## config.mk

```make
export PLATFORM = sky130hd
export DESIGN_NAME = pipe_memory_access_flat
export DESIGN_NICKNAME = d
export VERILOG_FILES = /design/src/rtl/pipe_memory_access_if.sv /design/src/rtl/pipe_memory_access.sv /design/src/flat_wrapper.sv
export SDC_FILE = /design/constraint.sdc
export NUM_CORES = 1
export LEC_CHECK = 0
export CORE_AREA = 2 2 92 94
export DETAILED_ROUTE_END_ITERATION = 12
export DIE_AREA = 0 0 94 96
export GPL_TIMING_DRIVEN = 1
export PLACE_DENSITY_LB_ADDON = 0.1
export SLEW_MARGIN = 10
export SYNTH_ARGS = -nofsm -noshare
export SYNTH_HDL_FRONTEND = slang
export SYNTH_SLANG_ARGS = --single-unit
```

## constraint.sdc

```tcl
create_clock -name clk -period 4.73 [get_ports clk]
set_input_delay 1.419 -clock clk [delete_from_list [all_inputs] [get_ports clk]]
set_output_delay 1.419 -clock clk [all_outputs]
set_load 0.05 [all_outputs]
```

## src/rtl/pipe_memory_access_if.sv

```systemverilog
// Data-memory bus between the pipeline memory-access stage (master) and the memory (slave).
interface pipe_memory_access_if;
   logic [31:0] memoryAddress;
   logic [3:0]  memoryByteSelect;
   logic        memoryReadEnable;
   logic        memoryWriteEnable;
   logic [31:0] memoryDataWrite;
   logic [31:0] memoryDataRead;
   logic        memoryBusy;

   modport master (
      output memoryAddress, memoryByteSelect, memoryReadEnable, memoryWriteEnable, memoryDataWrite,
      input  memoryDataRead, memoryBusy
   );

   modport slave (
      input  memoryAddress, memoryByteSelect, memoryReadEnable, memoryWriteEnable, memoryDataWrite,
      output memoryDataRead, memoryBusy
   );
endinterface

```

## src/rtl/pipe_memory_access.sv

```systemverilog
// Pipeline memory-access stage: decodes loads/stores, drives one bus access per instruction,
// stalls the pipe until the bus answers (or times out) and holds the result until the pipe steps.
module pipe_memory_access #(
   parameter int TIMEOUT_CYCLES = 255
) (
   input  logic                 clk,
   input  logic                 rst,
   input  logic                 stepPipe,
   input  logic                 pipeStall,
   input  logic [31:0]          currentInstruction,
   input  logic [31:0]          aluResultData,
   input  logic [31:0]          rs2Data,
   pipe_memory_access_if.master mem,
   output logic [31:0]          loadData,
   output logic                 accessStall,
   output logic                 addressMisaligned,
   output logic                 busTimeout
);
   localparam logic [6:0] OPC_LOAD      = 7'b0000011;
   localparam logic [6:0] OPC_STORE     = 7'b0100011;
   localparam logic [1:0] ST_IDLE       = 2'd0;
   localparam logic [1:0] ST_ACCESS     = 2'd1;
   localparam logic [1:0] ST_HOLD       = 2'd2;
   localparam logic [7:0] TIMEOUT_LIMIT = 8'(TIMEOUT_CYCLES);

   logic [1:0]  state_q, state_d;
   logic [7:0]  wait_cnt_q, wait_cnt_d;
   logic [31:0] load_data_q, load_data_d;
   logic        bus_timeout_q, bus_timeout_d;

   logic        is_load, is_store, size_valid, access_req, in_access;
   logic [1:0]  size, byte_off;
   logic [3:0]  base_mask;
   logic [6:0]  lane_mask;
   logic [31:0] store_data;
   logic        unused_instr_bits;

   assign is_load    = (currentInstruction[6:0] == OPC_LOAD);
   assign is_store   = (currentInstruction[6:0] == OPC_STORE);
   assign size       = currentInstruction[13:12];
   assign size_valid = (size != 2'b11);
   assign byte_off   = aluResultData[1:0];

   // funct3[2] (signedness) and the register fields do not affect the bus access.
   assign unused_instr_bits = ^{currentInstruction[31:14], currentInstruction[11:7]};

   always_comb begin
      base_mask = 4'b0000;
      case (size)
         2'b00:   base_mask = 4'b0001;
         2'b01:   base_mask = 4'b0011;
         2'b10:   base_mask = 4'b1111;
         default: base_mask = 4'b0000;
      endcase
   end

   // Any lane pushed past bit 3 means the access straddles a word boundary.
   assign lane_mask         = {3'b000, base_mask} << byte_off;
   assign addressMisaligned = (is_load || is_store) && !pipeStall && (|lane_mask[6:4]);
   assign access_req        = (is_load || is_store) && !pipeStall && size_valid && !addressMisaligned;
   assign in_access         = (state_q == ST_ACCESS);

   always_comb begin
      store_data = rs2Data;
      case (size)
         2'b00:   store_data = {24'h000000, rs2Data[7:0]} << {byte_off, 3'b000};
         2'b01:   store_data = {16'h0000, rs2Data[15:0]} << {byte_off, 3'b000};
         default: store_data = rs2Data;
      endcase
   end

   always_comb begin
      state_d       = state_q;
      wait_cnt_d    = wait_cnt_q;
      load_data_d   = load_data_q;
      bus_timeout_d = bus_timeout_q;
      case (state_q)
         ST_IDLE: begin
            if (access_req) state_d = ST_ACCESS;
         end
         ST_ACCESS: begin
            if (!mem.memoryBusy) begin
               if (is_load) load_data_d = mem.memoryDataRead;
               state_d = ST_HOLD;
            end else begin
               wait_cnt_d = wait_cnt_q + 8'd1;
               if (wait_cnt_d == TIMEOUT_LIMIT) begin
                  bus_timeout_d = 1'b1;
                  state_d       = ST_HOLD;
               end
            end
         end
         ST_HOLD: begin
            if (stepPipe) begin
               state_d       = ST_IDLE;
               wait_cnt_d    = 8'd0;
               bus_timeout_d = 1'b0;
            end
         end
         default: state_d = ST_IDLE;
      endcase
   end

   always_ff @(posedge clk or negedge rst) begin
      if (!rst) begin
         state_q       <= ST_IDLE;
         wait_cnt_q    <= 8'd0;
         load_data_q   <= 32'd0;
         bus_timeout_q <= 1'b0;
      end else begin
         state_q       <= state_d;
         wait_cnt_q    <= wait_cnt_d;
         load_data_q   <= load_data_d;
         bus_timeout_q <= bus_timeout_d;
      end
   end

   // Stall is gated by reset so the pipe is released the moment reset is applied.
   assign accessStall           = rst && (((state_q == ST_IDLE) && access_req) || in_access);
   assign loadData              = load_data_q;
   assign busTimeout            = bus_timeout_q;
   assign mem.memoryReadEnable  = in_access && is_load;
   assign mem.memoryWriteEnable = in_access && is_store;
   assign mem.memoryAddress     = in_access ? {aluResultData[31:2], 2'b00} : 32'd0;
   assign mem.memoryByteSelect  = in_access ? lane_mask[3:0] : 4'b0000;
   assign mem.memoryDataWrite   = (in_access && is_store) ? store_data : 32'd0;
endmodule

```

## src/flat_wrapper.sv

```systemverilog
// flat-port wrapper written by rule: the top's interface ports become plain ports
module pipe_memory_access_flat 
#(
   parameter int TIMEOUT_CYCLES = 255
)
  (clk, rst, stepPipe, pipeStall, currentInstruction, aluResultData, rs2Data, loadData, accessStall, addressMisaligned, busTimeout, mem_memoryAddress, mem_memoryByteSelect, mem_memoryReadEnable, mem_memoryWriteEnable, mem_memoryDataWrite, mem_memoryDataRead, mem_memoryBusy);
  pipe_memory_access_if mem_i ();
  input  logic clk;
  input  logic rst;
  input  logic stepPipe;
  input  logic pipeStall;
  input  logic [31:0] currentInstruction;
  input  logic [31:0] aluResultData;
  input  logic [31:0] rs2Data;
  output logic [31:0] loadData;
  output logic accessStall;
  output logic addressMisaligned;
  output logic busTimeout;
  output wire logic [$bits(mem_i.memoryAddress)-1:0] mem_memoryAddress;
  output wire logic [$bits(mem_i.memoryByteSelect)-1:0] mem_memoryByteSelect;
  output wire logic [$bits(mem_i.memoryReadEnable)-1:0] mem_memoryReadEnable;
  output wire logic [$bits(mem_i.memoryWriteEnable)-1:0] mem_memoryWriteEnable;
  output wire logic [$bits(mem_i.memoryDataWrite)-1:0] mem_memoryDataWrite;
  input wire logic [$bits(mem_i.memoryDataRead)-1:0] mem_memoryDataRead;
  input wire logic [$bits(mem_i.memoryBusy)-1:0] mem_memoryBusy;
  assign mem_memoryAddress = mem_i.memoryAddress;
  assign mem_memoryByteSelect = mem_i.memoryByteSelect;
  assign mem_memoryReadEnable = mem_i.memoryReadEnable;
  assign mem_memoryWriteEnable = mem_i.memoryWriteEnable;
  assign mem_memoryDataWrite = mem_i.memoryDataWrite;
  assign mem_i.memoryDataRead = mem_memoryDataRead;
  assign mem_i.memoryBusy = mem_memoryBusy;
  pipe_memory_access #(.TIMEOUT_CYCLES(TIMEOUT_CYCLES)) u_core (.clk(clk), .rst(rst), .stepPipe(stepPipe), .pipeStall(pipeStall), .currentInstruction(currentInstruction), .aluResultData(aluResultData), .rs2Data(rs2Data), .mem(mem_i), .loadData(loadData), .accessStall(accessStall), .addressMisaligned(addressMisaligned), .busTimeout(busTimeout));
endmodule
```

==> impl_results.md <==
* Worst-skew pair later-pin latency at 0.29 ns
* GRT overflow at 0
* # DRC at 0
* Final Skew at around 0.0083 ns
* CTS tree: yes
* Cells after Synth at ~300
* Synth warn at 0
* Crit share post-route at ~95%
* Data arrival time of the worst path at 3.09 ns
* Clock root cell: clkbuf_8
* Fin Setup TNS at 0 ns
* Final Cell Area at 5240 um^2
* Final core occ at 65.1%
* Top cells by count, synth: dfrtp_1 (43), and2_1 (40), nor2_1 (35), mux2_2 (29), nand2_1 (25)
* Crit path cell chain: dlygate4sd2_1 -> inv_1 -> ha_1 -> a21o_1 -> a22oi_2 -> nor4b_4 -> buf_4 -> o211a_1 -> buf_12
* Setup crit start kind: input port
* Die height at between 90 and 100 um
* Total track usage at 20.9%
* Count leader, synth: dfrtp_1
* Leakage at 2.29 nW
* Area growth from synthesis to layout at 89.3%
* Yosys reg bits at 43
* HPWL after detailed placement at 7880 um
* Cts-stage hold buffer count at 0
* Routed Antenna Nets at 0
* Async SR Flop Fraction at 100%
* WL final at a little under 10000 um
* H-tree Lvls at 2
* First drt pass iteration count at 5
* Post-synth top area cell: dfrtp_1
* PortBufs at 212
* Global-route wire length before repair at 14800 um
* Run status: complete, no violations
* Top cell type's share of synthesized area at 38.9%
* Inserted Clock Buffers at 5
* Top FF cell, synth: dfrtp_1
* CP max FO at 3
* Synth unique cells at 43
* Min-Delay Path Class: reg -> reg
* CTS Sinks at 43
* Power Dens Cells at approximately 150 nW/um^2
* Maximum root-to-sink buffer count at 2
* I/O pin cnt at 238
* WL per Instance at 15.6 um
* Required @ worst endpoint at between 3 and 4 ns
* Share of cells above drive strength 1 at 20.0%
* MaxCap Viol Count at 0
* Die area at roughly 9000 um^2
* Crit. End Element: output pin
* CP peak stage delay at 0.32 ns
* GR peak layer: met2
* Max Freq at between 200 and 250 MHz
* Initial Util at 34.4%
* # rows at 33
* Post-placement setup slack at -0.198 ns
* GR met2 Demand/Resource at a little under two fifths
* Core Region at 8050 um^2
* Vias/cell at about 5.0
* Worst hold slack at ~0.49 ns
* Endpoints failing setup at 0
* Largest net degree at the start of global routing at 44
* Min Tclk post-route at 4.50 ns
* Ant. Diodes at 0
* Antenna violations before repair at 0
* Iter 0 DRT Violations at 141
* DP Area at 5110 um^2
* Top post-synthesis cells by area: dfrtp_1 (39%), mux2_2 (12%), and2_1 (9.0%)
* Grt met3 use at 8.30%
* Cell count after placement at approximately 600
* Crit-path slowest cell: ha_1
* Die X at around 94 um
* Vias in the first global route at slightly above 3000
* Max Transition Viols Final at 0
* Final nets at between 600 and 700
* Met1 GRT Util at ~23%
* Hold Fails Final Rpt at 0
* Clk pin slew, worst setup/hold paths at 0.07 ns
* WS Path Type: in -> out
* Post-CTS Setup Bufs at 0
* Final Power at 0.780 mW
* Final Non-Filler Cells at roughly 620
* Setup ws final at 0.225 ns
* Slew @ Worst Pin at 0.572 ns
* Vias after detailed routing at roughly 3100
* Worst vdd ir at between 0.08 and 0.09 mV
* Seq/Total Area, Yosys at 38.9%
* RSZ-0062 raised after global routing: no
* Post-synthesis cell area at between 2000 and 3000 um^2
* Rel. slew slack at between 60% and 70%
* Post-synth EDFFs at 0
* Syn_area_per_cell at 9.17 um^2
* Gp weighted congestion at 0.887
-- area by class of cell --
cell class                      instances  area (um^2)
Tap cell                              105          131
Multi-Input combinational cell        231         1590
Timing Repair Buffer                  226         2330
Clock inverter                          3         15.0
Sequential cell                        43         1080
Inverter                                8         30.0
Clock buffer                            5         68.8
Fill cell                             692         2810
-- metal layers --
layer / share of wire [%] / routed length, um
met4: 2.7 / 265
met1: 37 / 3590
met5: 0 / 0
met3: 11 / 1040
met2: 50 / 4820
-- power by group --
| group | internal (mW) | switching (mW) | total [mW] |
|---|---|---|---|
| clock | 0.101 | 0.116 | 0.217 |
| combinational | 0.113 | 0.0737 | 0.186 |
| sequential | 0.372 | 0.00453 | 0.377 |
| total | 0.586 | 0.194 | 0.780 |
-- critical path: cells and delay by family --
kind / cells / cell delay (ns)
AND/OR/NAND/NOR: 1 / 0.21
buffers and inverters: 4 / 0.60
AO/OA/AOI/OAI: 3 / 0.52
adder cells (fa/ha/maj): 1 / 0.32
-- state kept, by name, indices dropped and copies added (netlist names) --
signal and count:
u_core.state_q 2, u_core.busTimeout 1, u_core.wait_cnt_q 8, u_core.loadData 32
-- logic make-up (layout without fill, tap and decap cells) --
group / Yosys count / in the layout / synth area share (%)
other: 1 / 2 / 0.135
DFF: 43 / 43 / 38.9
adders and majority gates: 6 / 6 / 2.71
AOI/OAI and AO/OA: 66 / 66 / 16.1
buffers and inverters: 29 / 242 / 5.15
xor gates and xnor gates: 2 / 2 / 0.633
and+or+nand+nor: 123 / 123 / 23.4
muxes: 32 / 32 / 13.0
-- what timing repair did --
action,in CTS,in global routing
resized for setup,5,8
hold endpoints to repair,0,0
pin swaps,0,2
setup endpoints to repair,9,25
-- cell usage in the layout, fill, tap and decap left out, types with 2 or more instances in the layout --
master,Yosys,final
a21oi_1,7,7
a222oi_1,8,8
a22oi_1,17,16
a31oi_1,4,4
and2_1,40,40
and3_1,4,3
buf_12,0,16
buf_4,2,37
clkbuf_8,0,5
clkdlybuf4s50_1,0,168
clkinv_2,0,3
conb_1,1,2
dfrtp_1,43,43
ha_1,6,6
inv_1,7,7
mux2_1,3,3
mux2_2,29,29
nand2_1,25,25
nand2b_1,2,2
nand4_1,3,3
nor2_1,35,33
nor2_2,0,2
nor3_1,5,4
nor4_4,2,2
o21ai_0,21,21
-- worst paths after layout --
kind | startpoint | end | slack, ns | depth (start not counted)
hold reg to reg | u_core.loadData[29] | u_core.loadData[29] | 0.49 | 1
setup / recovery | currentInstruction[12] | accessStall | 0.23 | 9
min in group asynchronous | rst | u_core.wait_cnt_q[6] | 1.23 | 2
hold / removal | u_core.loadData[29] | u_core.loadData[29] | 0.49 | 1
setup reg to reg | u_core.state_q[1] | u_core.loadData[2] | 2.79 | 5
max in group asynchronous | rst | u_core.loadData[22] | 3.15 | 2
(Power assumes the default switching activity.)
==> variant (same settings) <==
`TIMEOUT_CYCLES` is set to 255 in 2 places; all go to 128.
--- a/src/rtl/pipe_memory_access.sv
+++ b/src/rtl/pipe_memory_access.sv
@@ -1,7 +1,7 @@
 // Pipeline memory-access stage: decodes loads/stores, drives one bus access per instruction,
 // stalls the pipe until the bus answers (or times out) and holds the result until the pipe steps.
 module pipe_memory_access #(
-   parameter int TIMEOUT_CYCLES = 255
+   parameter int TIMEOUT_CYCLES = 128
 ) (
    input  logic                 clk,
    input  logic                 rst,
--- a/src/flat_wrapper.sv
+++ b/src/flat_wrapper.sv
@@ -1,7 +1,7 @@
 // flat-port wrapper written by rule: the top's interface ports become plain ports
 module pipe_memory_access_flat 
 #(
-   parameter int TIMEOUT_CYCLES = 255
+   parameter int TIMEOUT_CYCLES = 128
 )
   (clk, rst, stepPipe, pipeStall, currentInstruction, aluResultData, rs2Data, loadData, accessStall, addressMisaligned, busTimeout, mem_memoryAddress, mem_memoryByteSelect, mem_memoryReadEnable, mem_memoryWriteEnable, mem_memoryDataWrite, mem_memoryDataRead, mem_memoryBusy);
   pipe_memory_access_if mem_i ();
Behaviour: same outputs for any inputs over 10 cycles, from zero or initial values and one cycle with rst low; that may be too few to reach the edited logic, so the function may still have changed.
==> variant against the unedited design <==
- count of clock-buffer cells in the layout grew 1
- setup slack got worse by 0.10 ns
- die area is the same
- cell count grew 0.97%
- via count up 1.0%
- wire length is 0.83% lower
- total power increased by 13%
- design area grew 2.9%
- non-clock buffer count decreased by 1
- combinational power down 5%
- sequential cell count stayed put
- area after synthesis increased by 5.0%
- critical path type unchanged
==> variant: results (changes against the unedited design) <==
[drt]
vias=3133  ; +1.0%
wire_per_inst_um=15.4  ; -1.8%
dr.pass1.iters=7  ; +2
drt_iter0_drc=147  ; +4.3%

[placed_design]
gp_congestion=0.851  ; -4.1%
io_buffer_count=212  ; unchanged
dpl_cell_area_sq_um=5220  ; +2.2%
dp_hpwl_mm=7.58  ; -3.8%

[synthesis]
synthAdderAreaFrac_pct=2.58  ; -0.13 points
synth.yosys.seq_area_share_pct=37.0  ; -1.8 points
yosys-mux-area-fraction_pct=15.3  ; +2.3 points
synth_compound_area_share_pct=15.3  ; -0.76 points
synthTopCellsByCount=dfrtp_1 (43), nor2_1 (40), and2_1 (39), nand2_1 (26), o21ai_0 (21)
synthTopCellsByArea=dfrtp_1 (37%), mux2_4 (10%), and2_1 (8.4%), nor2_1 (5.2%), mux2_2 (4.6%)
synth_xor_area_share_pct=0.603  ; -0.030 points

[final_layout]
layout.nets=660  ; +0.92%
drive_above_1_share_pct=20.1  ; +0.15 points
design_area_sq_um=5400  ; +2.9%
diodes=0  ; unchanged

[worst_setup_path]
cpLargestDelayFamily=simple AND/OR/NAND/NOR gates
critPathMaxFanout=8  ; +5
max_stage_delay_ns=0.41  ; +0.09 ns
cp_slowest_cell=clkdlybuf4s50_1
worstPathArrival_ns=3.19  ; +0.10 ns

[sta]
skew_ns=0.00373  ; -0.00458 ns
relSlewSlack_pct=41.7  ; -20 points

[global_routing]
track_usage_pct=20.6  ; -0.30 points
grt_antenna_before_repair=0  ; unchanged
grt_pass1_wl_mm=14.6  ; -0.80%
grt_pass1_vias=2947  ; -3.2%

[cts]
cts_resized=6  ; +1
root_buffer=clkbuf_8
clkTransAtPathRegs_ns=0.07  ; about the same
clk_latency_ns=0.29  ; about the same
cts_setup_buffers=1  ; +1

[status]
status=complete, no violations

[pwr]
ir_drop_mv=0.106  ; +23%
p_leak_nw=2.33  ; +1.8%
internal_power_w=0.000689  ; +18%

## variant: power groups by stage
stage                     clock network, W  logic (W)  registers [W]
after floorplan                          0  0.0000561       0.000382
after global placement                   0   0.000173       0.000381
after detailed placement                 0   0.000175       0.000382
after CTS                         0.000345   0.000177       0.000374
after global routing              0.000364   0.000193       0.000375
final                             0.000332   0.000177       0.000374
## variant: cell type report
cell class / count / area (sq um)
multi-input cells: 239 / 1710
clock buffers: 6 / 72.6
fillers: 690 / 2660
repair buffers: 225 / 2320
inverters: 7 / 26.3
flip-flops and latches: 43 / 1080
clock inverters: 2 / 60.1
well taps: 105 / 131
## variant: path summary, 6_finish.rpt
path                                                start                                to  slack (ns)
hold reg to reg            u_core.loadData[2]$_DFFE_PN0P_    u_core.loadData[2]$_DFFE_PN0P_        0.51
min in group asynchronous                             rst   u_core.loadData[30]$_DFFE_PN0P_        1.21
setup / recovery                    currentInstruction[3]            mem_memoryDataWrite[2]        0.12
max in group asynchronous                             rst    u_core.loadData[9]$_DFFE_PN0P_        3.14
setup reg to reg            u_core.state_q[0]$_DFFE_PN0P_  u_core.wait_cnt_q[7]$_DFFE_PN0P_        2.41
hold / removal             u_core.loadData[2]$_DFFE_PN0P_    u_core.loadData[2]$_DFFE_PN0P_        0.51
## variant: per-stage QoR
stage	std cells	worst slack (ns)	power [W]	util, %
finish	627	0.123	0.000883	67.0
global route	627	0.00661	0.000932	67.0
CTS	627	0.0671	0.000896	66.8
detailed placement	618	-0.214	0.000557	64.9
global placement	618	-0.159	0.000554	64.9
floorplan	309	0.0449	0.000438	-
## variant: per-layer routing
metal / routed length, um / GRT usage [%] / vias up
met4: 188 / 6.52 / 0
met2: 4840 / 35.8 / 165
met1: 3610 / 23.7 / 1449
met5: 0 / 0 / -
li1: - / - / 1507
met3: 997 / 7.20 / 12
